--- config.mk ---
export PLATFORM = sky130hd
export DESIGN_NAME = mig_addr_buf
export DESIGN_NICKNAME = d
export VERILOG_FILES = /design/src/rtl/page_hotness_pkg.sv /design/src/rtl/sync_fifo.sv /design/src/rtl/mig_addr_buf.sv
export SDC_FILE = /design/constraint.sdc
export NUM_CORES = 1
export LEC_CHECK = 0
export ABC_AREA = 1
export ABC_CLOCK_PERIOD_IN_PS = 3200
export BUFFER_PORTS_ARGS = -buffer_cell sky130_fd_sc_hd__buf_2
export CAP_MARGIN = 5
export CORE_MARGIN = 10
export CORE_UTILIZATION = 40
export CTS_CLUSTER_SIZE = 10
export DETAILED_ROUTE_END_ITERATION = 6
export GPL_TIMING_DRIVEN = 1
export PLACE_DENSITY_LB_ADDON = 0.08
export SYNTH_ARGS = -nofsm -noshare
export SYNTH_HDL_FRONTEND = slang
export SYNTH_SLANG_ARGS = --single-unit
--- constraint.sdc ---
create_clock -name clk -period 3.2 [get_ports clk]
set_input_delay 0.16 -clock clk [delete_from_list [all_inputs] [get_ports clk]]
set_output_delay 0.16 -clock clk [all_outputs]
set_load 0.05 [all_outputs]
--- src/rtl/page_hotness_pkg.sv ---
// Purpose: shared definitions for the migration address buffer: default widths,
//          rd_data field positions and the MMIO read FSM state enum.
package page_hotness_pkg;

  localparam int unsigned ADDR_SIZE_DEF = 28;
  localparam int unsigned CNT_SIZE_DEF  = 16;

  // rd_data layout: bit 31 flags a real entry, address sits in the low bits.
  localparam int unsigned RD_DATA_W     = 32;
  localparam int unsigned RD_VALID_BIT  = 31;

  typedef enum logic {
    RD_IDLE = 1'b0,
    RD_RESP = 1'b1
  } rd_state_e;

endpackage

--- src/rtl/sync_fifo.sv ---
// Purpose: single-clock FIFO storage and pointer logic for mig_addr_buf.
// Ports:
//   clk, rst          clock and asynchronous active-high reset
//   push_i, data_i    write request (ignored when full) and write data
//   pop_i             read request (ignored when empty)
//   flush_i           zero both pointers; overrides same-cycle push/pop
//   head_o            entry at the read pointer
//   full_o, empty_o   status from registered pointers only
//   count_o           current entry count
module sync_fifo #(
  parameter int unsigned WIDTH      = 28,
  parameter int unsigned DEPTH      = 16,
  parameter int unsigned DEPTH_BITS = 4
) (
  input  logic                  clk,
  input  logic                  rst,
  input  logic                  push_i,
  input  logic [WIDTH-1:0]      data_i,
  input  logic                  pop_i,
  input  logic                  flush_i,
  output logic [WIDTH-1:0]      head_o,
  output logic                  full_o,
  output logic                  empty_o,
  output logic [DEPTH_BITS:0]   count_o
);

  logic [WIDTH-1:0]    mem_q [DEPTH];
  logic [DEPTH_BITS:0] wptr_q, wptr_d;
  logic [DEPTH_BITS:0] rptr_q, rptr_d;
  logic                push_ok;
  logic                pop_ok;

  // Extra pointer MSB distinguishes full from empty when the index bits match.
  assign full_o  = (wptr_q[DEPTH_BITS] != rptr_q[DEPTH_BITS]) &&
                   (wptr_q[DEPTH_BITS-1:0] == rptr_q[DEPTH_BITS-1:0]);
  assign empty_o = (wptr_q == rptr_q);
  assign count_o = wptr_q - rptr_q;
  assign head_o  = mem_q[rptr_q[DEPTH_BITS-1:0]];

  assign push_ok = push_i && !full_o && !flush_i;
  assign pop_ok  = pop_i && !empty_o && !flush_i;

  // Pointer next-state.
  always_comb begin
    wptr_d = wptr_q;
    rptr_d = rptr_q;
    if (flush_i) begin
      wptr_d = '0;
      rptr_d = '0;
    end else begin
      if (push_ok) wptr_d = wptr_q + (DEPTH_BITS+1)'(1);
      if (pop_ok)  rptr_d = rptr_q + (DEPTH_BITS+1)'(1);
    end
  end

  always_ff @(posedge clk or posedge rst) begin
    if (rst) begin
      wptr_q <= '0;
      rptr_q <= '0;
    end else begin
      wptr_q <= wptr_d;
      rptr_q <= rptr_d;
    end
  end

  // Storage is not reset; pointers alone define which entries are live.
  always_ff @(posedge clk) begin
    if (push_ok) mem_q[wptr_q[DEPTH_BITS-1:0]] <= data_i;
  end

endmodule

--- src/rtl/mig_addr_buf.sv ---
// Purpose: buffers hot cache-line addresses from the tracker and hands them to
//          an MMIO reader one at a time, counting drops and (optionally) duplicates.
// Configuration: define MIG_ADDR_DEDUP_EN to suppress an address equal to the
//          last written one; otherwise dup_cnt is tied to zero.
// Ports:
//   clk, rst                    clock and asynchronous active-high reset
//   mig_addr_en, mig_addr       upstream address valid and address
//   mig_addr_ready              buffer not full
//   flush                       discard all buffered entries
//   rd_req                      MMIO pop request
//   rd_valid, rd_data           one-cycle response: {valid, pad, address}
//   occupancy                   entry count
//   drop_cnt, dup_cnt           saturating loss / duplicate counters
module mig_addr_buf
  import page_hotness_pkg::*;
#(
  parameter int unsigned ADDR_SIZE  = ADDR_SIZE_DEF,
  parameter int unsigned DEPTH      = 16,
  parameter int unsigned DEPTH_BITS = 4,
  parameter int unsigned CNT_SIZE   = CNT_SIZE_DEF
) (
  input  logic                  clk,
  input  logic                  rst,
  input  logic                  mig_addr_en,
  input  logic [ADDR_SIZE-1:0]  mig_addr,
  output logic                  mig_addr_ready,
  input  logic                  flush,
  input  logic                  rd_req,
  output logic                  rd_valid,
  output logic [RD_DATA_W-1:0]  rd_data,
  output logic [DEPTH_BITS:0]   occupancy,
  output logic [CNT_SIZE-1:0]   drop_cnt,
  output logic [CNT_SIZE-1:0]   dup_cnt
);

  rd_state_e              state_q, state_d;
  logic                   rd_valid_q, rd_valid_d;
  logic [RD_DATA_W-1:0]   rd_data_q, rd_data_d;
  logic [CNT_SIZE-1:0]    drop_q, drop_d;
  logic [ADDR_SIZE-1:0]   head;
  logic [RD_DATA_W-1:0]   head_word_c;
  logic                   full, empty;
  logic                   push_c, pop_c;
  logic                   handshake_c;

  assign mig_addr_ready = !full;
  assign handshake_c    = mig_addr_en && mig_addr_ready && !flush;

  sync_fifo #(
    .WIDTH      (ADDR_SIZE),
    .DEPTH      (DEPTH),
    .DEPTH_BITS (DEPTH_BITS)
  ) u_fifo (
    .clk     (clk),
    .rst     (rst),
    .push_i  (push_c),
    .data_i  (mig_addr),
    .pop_i   (pop_c),
    .flush_i (flush),
    .head_o  (head),
    .full_o  (full),
    .empty_o (empty),
    .count_o (occupancy)
  );

`ifdef MIG_ADDR_DEDUP_EN
  logic [ADDR_SIZE-1:0] last_q, last_d;
  logic                 last_vld_q, last_vld_d;
  logic [CNT_SIZE-1:0]  dup_q, dup_d;
  logic                 is_dup_c;

  assign is_dup_c = last_vld_q && (mig_addr == last_q);
  assign push_c   = handshake_c && !is_dup_c;

  // Last-written tracking and duplicate counter.
  always_comb begin
    last_d     = last_q;
    last_vld_d = last_vld_q;
    dup_d      = dup_q;
    if (flush) begin
      last_vld_d = 1'b0;
    end else if (push_c) begin
      last_d     = mig_addr;
      last_vld_d = 1'b1;
    end
    if (handshake_c && is_dup_c && (dup_q != '1)) dup_d = dup_q + CNT_SIZE'(1);
  end

  always_ff @(posedge clk or posedge rst) begin
    if (rst) begin
      last_q     <= '0;
      last_vld_q <= 1'b0;
      dup_q      <= '0;
    end else begin
      last_q     <= last_d;
      last_vld_q <= last_vld_d;
      dup_q      <= dup_d;
    end
  end

  assign dup_cnt = dup_q;
`else
  assign push_c  = handshake_c;
  assign dup_cnt = '0;
`endif

  // Response word for a non-empty pop.
  always_comb begin
    head_word_c                  = '0;
    head_word_c[ADDR_SIZE-1:0]   = head;
    head_word_c[RD_VALID_BIT]    = 1'b1;
  end

  // Read FSM next-state and response; empty reads still return a valid pulse.
  always_comb begin
    state_d    = state_q;
    rd_valid_d = 1'b0;
    rd_data_d  = rd_data_q;
    pop_c      = 1'b0;
    case (state_q)
      RD_IDLE: begin
        if (rd_req) begin
          state_d    = RD_RESP;
          rd_valid_d = 1'b1;
          if (!empty) begin
            rd_data_d = head_word_c;
            pop_c     = 1'b1;
          end else begin
            rd_data_d = '0;
          end
        end
      end
      RD_RESP: state_d = RD_IDLE;
      default: state_d = RD_IDLE;
    endcase
  end

  // Drop counter: any offered address while full is lost.
  always_comb begin
    drop_d = drop_q;
    if (mig_addr_en && !mig_addr_ready && (drop_q != '1)) drop_d = drop_q + CNT_SIZE'(1);
  end

  always_ff @(posedge clk or posedge rst) begin
    if (rst) begin
      state_q    <= RD_IDLE;
      rd_valid_q <= 1'b0;
      rd_data_q  <= '0;
      drop_q     <= '0;
    end else begin
      state_q    <= state_d;
      rd_valid_q <= rd_valid_d;
      rd_data_q  <= rd_data_d;
      drop_q     <= drop_d;
    end
  end

  assign rd_valid = rd_valid_q;
  assign rd_data  = rd_data_q;
  assign drop_cnt = drop_q;

endmodule

# [Word-level counts from Yosys, hierarchy flattened]
# Memories as Yosys holds them, arrays and structs flattened.
# Index checks and enable logic that the tools add are counted.
# Widths: inputs -> output; s select.
[classes] addsub=4 eq_ne=4 n_mux=13 bitwise=1 n_reduce_logical=15
[op_table] op="$mux 32" n=1
[op_table] op="$mux 5" n=4
[op_table] op="$add 16x1->16 const B" n=1
[op_table] op="$ne 16x16->1 const B" n=1
[op_table] op="$add 5x1->5 const B" n=2
[op_table] op="$logic_and 1x1->1" n=9
[op_table] op="$mux 1" n=7
[op_table] op="$eq 5x5->1" n=1
[op_table] op="$sub 5x5->5" n=1
[op_table] op="$eq 4x4->1" n=1
[op_table] op="$reduce_bool 2->1" n=2
[op_table] op="$logic_not 1->1" n=3
[op_table] op="$pmux 1 s2" n=1
[op_table] op="$reduce_and 2->1" n=1
[op_table] op="$ne 1x1->1" n=1
[op_table] op="$not 1->1" n=1
[totals] register_bits=60 ramBits=448 in_bits=33 n_memories=1
[memory_table] memory="u_fifo.mem_q" depth=16 width=28 read_ports=1 rd_ports_with_merged_regs=0 write_ports=1 line="sync_fifo.sv:27" text="logic [WIDTH-1:0] mem_q [DEPTH];"

# [Logic depth before layout (Yosys ltp)]
[logic_depth] depth_word=9 mapped_depth=14 mapped_depth_nobuf=10

# [Hierarchy]
# Synthesis repeated with hierarchy kept, for this count alone.
[unflattened] cells_unflattened=2294 area_unflattened_um2=22680.5
[by_module_without_submodules] mod="sync_fifo" n_inst=1 cells_each=2056 area_per_inst_um2=20400.8 seq_area_each_um2=13703.1
[by_module_without_submodules] mod="mig_addr_buf" n_inst=1 cells_each=238 area_per_inst_um2=2279.7 seq_area_each_um2=1151.1

# [Worst setup path after synthesis]
# OpenSTA, ideal clock, no wires.
[synth_timing] path_kind="reg2reg" start="reg u_fifo.rptr_q[1]" end="mem u_fifo.mem_q[0][0], enable pin" arrival_ps=3461 t_required_ps=2787 slack_ps=-674 path_stages_with_launch=13 path_buffers=3 period_less_slack_ps=3874 path_cell_list="dfrtp_1 > buf_4 > inv_2 > buf_4 > buf_2 > ha_1 > nand2_1 > nor2_1 > nand2_1 > nand2_1 > nor2_1 > nand2_1 > nor2_1"
[synth_via] elab_chain_len=9
[synth_lines] item="start, declared" line="sync_fifo.sv:29" text="logic [DEPTH_BITS:0] rptr_q, rptr_d;"
[synth_lines] item="start signal, assigned" line="sync_fifo.sv:62" text="rptr_q <= rptr_d;"
[synth_lines] item="$eq 4x4->1 (*)" line="sync_fifo.sv:35" text="(wptr_q[DEPTH_BITS-1:0] == rptr_q[DEPTH_BITS-1:0]);"
[synth_lines] item="$logic_and 1x1->1 (*)" line="sync_fifo.sv:34" text="assign full_o = (wptr_q[DEPTH_BITS] != rptr_q[DEPTH_BITS]) &&"
[synth_lines] item="$logic_not 1->1 (*)" line="mig_addr_buf.sv:46" text="assign mig_addr_ready = !full;"
[synth_lines] item="via mig_addr_ready" line="mig_addr_buf.sv:26" text="output logic mig_addr_ready,"
[synth_lines] item="$logic_and 1x1->1 (2 in series)" line="mig_addr_buf.sv:47" text="assign handshake_c = mig_addr_en && mig_addr_ready && !flush;"
[synth_lines] item="$logic_and 1x1->1 (*) (2 in series)" line="sync_fifo.sv:40" text="assign push_ok = push_i && !full_o && !flush_i;"
[synth_lines] item="$mux 1 (*)" line="sync_fifo.sv:68" text="if (push_ok) mem_q[wptr_q[DEPTH_BITS-1:0]] <= data_i;"
[synth_lines] item="$mux 1 (implied by the code) (*)" line="sync_fifo.sv:68"
[synth_lines] item="end, declared" line="sync_fifo.sv:27"
# Mark *: on every way through the listed nets, which the timed path passes. The rest lies on a longest branch.

# [Final worst setup path]
[layout_timing] start="reg u_fifo.rptr_q[1]" end="out occupancy[4]"
[layout_via] elab_chain_len=1
[layout_lines] item="$sub 5x5->5" line="sync_fifo.sv:37" text="assign count_o = wptr_q - rptr_q;"
[layout_lines] item="end, declared" line="mig_addr_buf.sv:31" text="output logic [DEPTH_BITS:0] occupancy,"
# Every way passes these cells.

==> reports/metrics.json <==
{
  "initial_utilization": {"value": 40.6, "unit": "%"},
  "floorplan.io_pins": {"value": 104},
  "final_slew_violations": {"value": 0},
  "port_buffers": {"value": 84},
  "clkSlewWorstSetupHoldPaths": {"value": 0.06, "unit": "ns"},
  "clk_root_buffer_cell": {"value": "clkbuf_16"},
  "htreeDepth": {"value": 2},
  "timing.critical_path.arrival": {"value": 2.76, "unit": "ns"},
  "worst_setup_path_start_kind": {"value": "flop"},
  "num_antenna_cells": {"value": 0},
  "post_cts_buffers": {"value": 0},
  "max_stage_delay": {"value": 0.58, "unit": "ns"},
  "design.core.area": {"value": 0.0553, "unit": "mm^2"},
  "synth-seq-area-share": {"value": 66.2, "unit": "%"},
  "die-height": {"value": 257, "unit": "um"},
  "post_cts.resized_instances": {"value": 0},
  "final_clock_skew": {"value": 0.0115, "unit": "ns"},
  "crit_required": {"value": 3.04, "unit": "ns"},
  "worst_margin_pin_slew": {"value": 1.04, "unit": "ns"},
  "routed_wirelength": {"value": 60100, "unit": "um"},
  "drtAntennaViolNets": {"value": 0},
  "preCtsSetupSlack": {"value": 0.364, "unit": "ns"},
  "setup.reg_to_reg.worst_slack": {"value": 0.37, "unit": "ns"},
  "cts_buffer_depth": {"value": 3},
  "clock_insertion_delay_worst_skew": {"value": 0.61, "unit": "ns"},
  "fp.dieW": {"value": 257, "unit": "um"},
  "number_of_nets_in_the_layout": {"value": 2461},
  "timing_hold_violations_final": {"value": 0},
  "crit_path_end_kind": {"value": "output pin"},
  "globalplace.congestion": {"value": 0.797},
  "path_cells": {"value": "buf_4, fa_1, o21ai_0, xor2_1, buf_2"},
  "r2r_start": {"value": "u_fifo.rptr_q[3]"},
  "commonest_cells_after_routing_fill_and_taps_aside": {"value": "nand2_1, edfxtp_1, inv_1"},
  "post_synth.cell_area_avg": {"value": 9.80, "unit": "um^2"},
  "cts_tree": {"value": "built"},
  "globalRoute.totalOverflow": {"value": 0},
  "numCtsBuffers": {"value": 58},
  "drt_first_iter_violations": {"value": 1034},
  "synth_top_area_share": {"value": 59.9, "unit": "%"},
  "final_common_cell": {"value": "nand2_1"},
  "finalSetupViolCount": {"value": 0},
  "detail_route.vias_per_cell": {"value": 4.70},
  "count_of_different_cell_masters_after_synthesis": {"value": 30},
  "synth_top_area_cell": {"value": "edfxtp_1"},
  "synth.cell_area": {"value": 0.0225, "unit": "mm^2"},
  "yosys_register_bits": {"value": 504},
  "setup_repair_after_global_routing_missed_its_margin": {"value": "false"},
  "final.setup.tns": {"value": 0, "unit": "ns"},
  "netlist_top_cells_area": {"value": "edfxtp_1, nand2_1, inv_1"},
  "final.period_utilization": {"value": 91.3, "unit": "%"},
  "dieArea": {"value": 0.0660, "unit": "mm^2"},
  "placement_rows": {"value": 86},
  "critical_path.reg2reg.endpoint": {"value": "u_fifo.mem_q[6][6]"},
  "power-per-cell-area": {"value": 605, "unit": "mW/mm^2"},
  "dr.pass1.iters": {"value": 5},
  "final_period_minus_worst_setup_slack": {"value": 2.92, "unit": "ns"},
  "routedWlPerCell": {"value": 18.8, "unit": "um"},
  "cts_num_sinks": {"value": 504},
  "vias": {"value": 15081},
  "timing.setup.critical_path_class": {"value": "flop to output pin"},
  "cellLeakagePower": {"value": 0.0116, "unit": "uW"},
  "grt_util_all_layers": {"value": 18.0, "unit": "%"},
  "hp-class": {"value": "input pin to asynchronous set/reset pin"},
  "crit_start": {"value": "u_fifo.rptr_q[1]"},
  "run_status": {"value": "finished clean"},
  "totalPowerFinal": {"value": 15700, "unit": "uW"},
  "maxClockFrequency": {"value": 0.342, "unit": "GHz"},
  "utilization": {"value": 46.9, "unit": "%"},
  "global_route_wire_length_before_repair": {"value": 91600, "unit": "um"},
  "post_synth_inst_count": {"value": 2292},
  "area_growth_syn_to_layout": {"value": 15.5, "unit": "%"},
  "grt_antenna_before_repair": {"value": 1},
  "drive_above_1_share": {"value": 9.19, "unit": "%"},
  "cpMaxStageDelayCell": {"value": "fa_1"},
  "cap_viol_max_count": {"value": 0},
  "grt_max_degree": {"value": 185},
  "ys.warnings.count": {"value": 0},
  "drt_drc_violations_left": {"value": 0},
  "setup_slack": {"value": 0.278, "unit": "ns"},
  "hpwlAfterDp": {"value": 33900, "unit": "um"},
  "reg2regPathDepth": {"value": 10},
  "worst_ir_drop_vdd": {"value": 0.382, "unit": "mV"},
  "grt_pass1_vias": {"value": 14760},
  "slew_margin_rel": {"value": 30.9, "unit": "%"},
  "path_max_fanout": {"value": 71}
}
[cells by family after synthesis]
logic type      synth area share (%)
simple gates                    21.3
xor+xnor                       0.931
other cells                   0.0167
fa+ha+maj                      0.646
buf+inv                         10.4
flops                           66.2
compound gates                 0.507
[routing by layer]
layer	up-vias	routed length [um]	GRT usage [%]
met1	7291	27300	23.6
met3	89	2450	2.79
li1	7402	-	-
met2	297	29100	30.2
met5	-	7	0
met4	2	1360	5.57
[synth_stat cells (all sizes together)]
cell	number
a211oi	1
a21oi	3
buf	99
clkbuf	16
conb	1
dfrtp	56
edfxtp	448
fa	1
ha	10
inv	447
nand2	837
nand3	293
nand4	2
nor2	34
nor3	5
o21ai	13
o31ai	3
xnor2	11
xor2	12
[worst max-delay path: cells and delay by family (launching register included)]
kind | cells | cell delay, ns
flip-flops | 1 | 0.49
AO/OA/AOI/OAI | 1 | 0.23
XOR/XNOR | 1 | 0.16
buffers and inverters | 2 | 0.69
adder cells (fa/ha/maj) | 1 | 0.58
[timing repair]
action / in CTS / in global routing
endpoints found under the hold margin: 478 / 0
hold buffers: 32 / 0
endpoints found under the setup margin: 0 / 0
[how the worst max path moves through the flow]
stage / to / slack [ns] / cells after the start
3_5_place_dp: u_fifo.mem_q[6][14] / 0.36 / 10
4_1_cts: occupancy[4] / 0.20 / 5
3_3_place_gp: u_fifo.mem_q[15][19] / 0.36 / 10
5_1_grt: occupancy[4] / 0.12 / 5
2_1_floorplan: u_fifo.mem_q[0][0] / -0.26 / 12
6_report: occupancy[4] / 0.28 / 5
[flip-flops by register name, indices dropped and copies added (netlist names)]
| register | count |
|---|---|
| u_fifo.mem_q | 448 |
| drop_cnt | 16 |
| rd_data | 29 |
| u_fifo.rptr_q | 5 |
| u_fifo.wptr_q | 5 |
| rd_valid | 1 |
[where the power goes]
part           switching, uW  internal [uW]
combinational           1690            556
sequential              89.1           7320
clock                   2540           3500
[per-stage QoR]
stage | hold slack [ns] | cell area (um^2) | cells
after floorplan | 0.232 | 22600 | 2310
after global placement | 0.292 | 23900 | 3073
after detailed placement | 0.293 | 23900 | 3073
after CTS | 0.183 | 25900 | 3206
after global routing | 0.235 | 25900 | 3206
final | 0.183 | 25900 | 3206
[cell type report]
cell class / count / area (um^2)
Fill cell: 5257 / 29400
Sequential cell: 504 / 14900
Multi-Input combinational cell: 1244 / 5460
Inverter: 447 / 1690
Clock buffer: 96 / 1670
Timing Repair Buffer: 162 / 1300
Tap cell: 748 / 936
Clock inverter: 5 / 21.3
No activity file was read; power rests on OpenSTA's default activity.
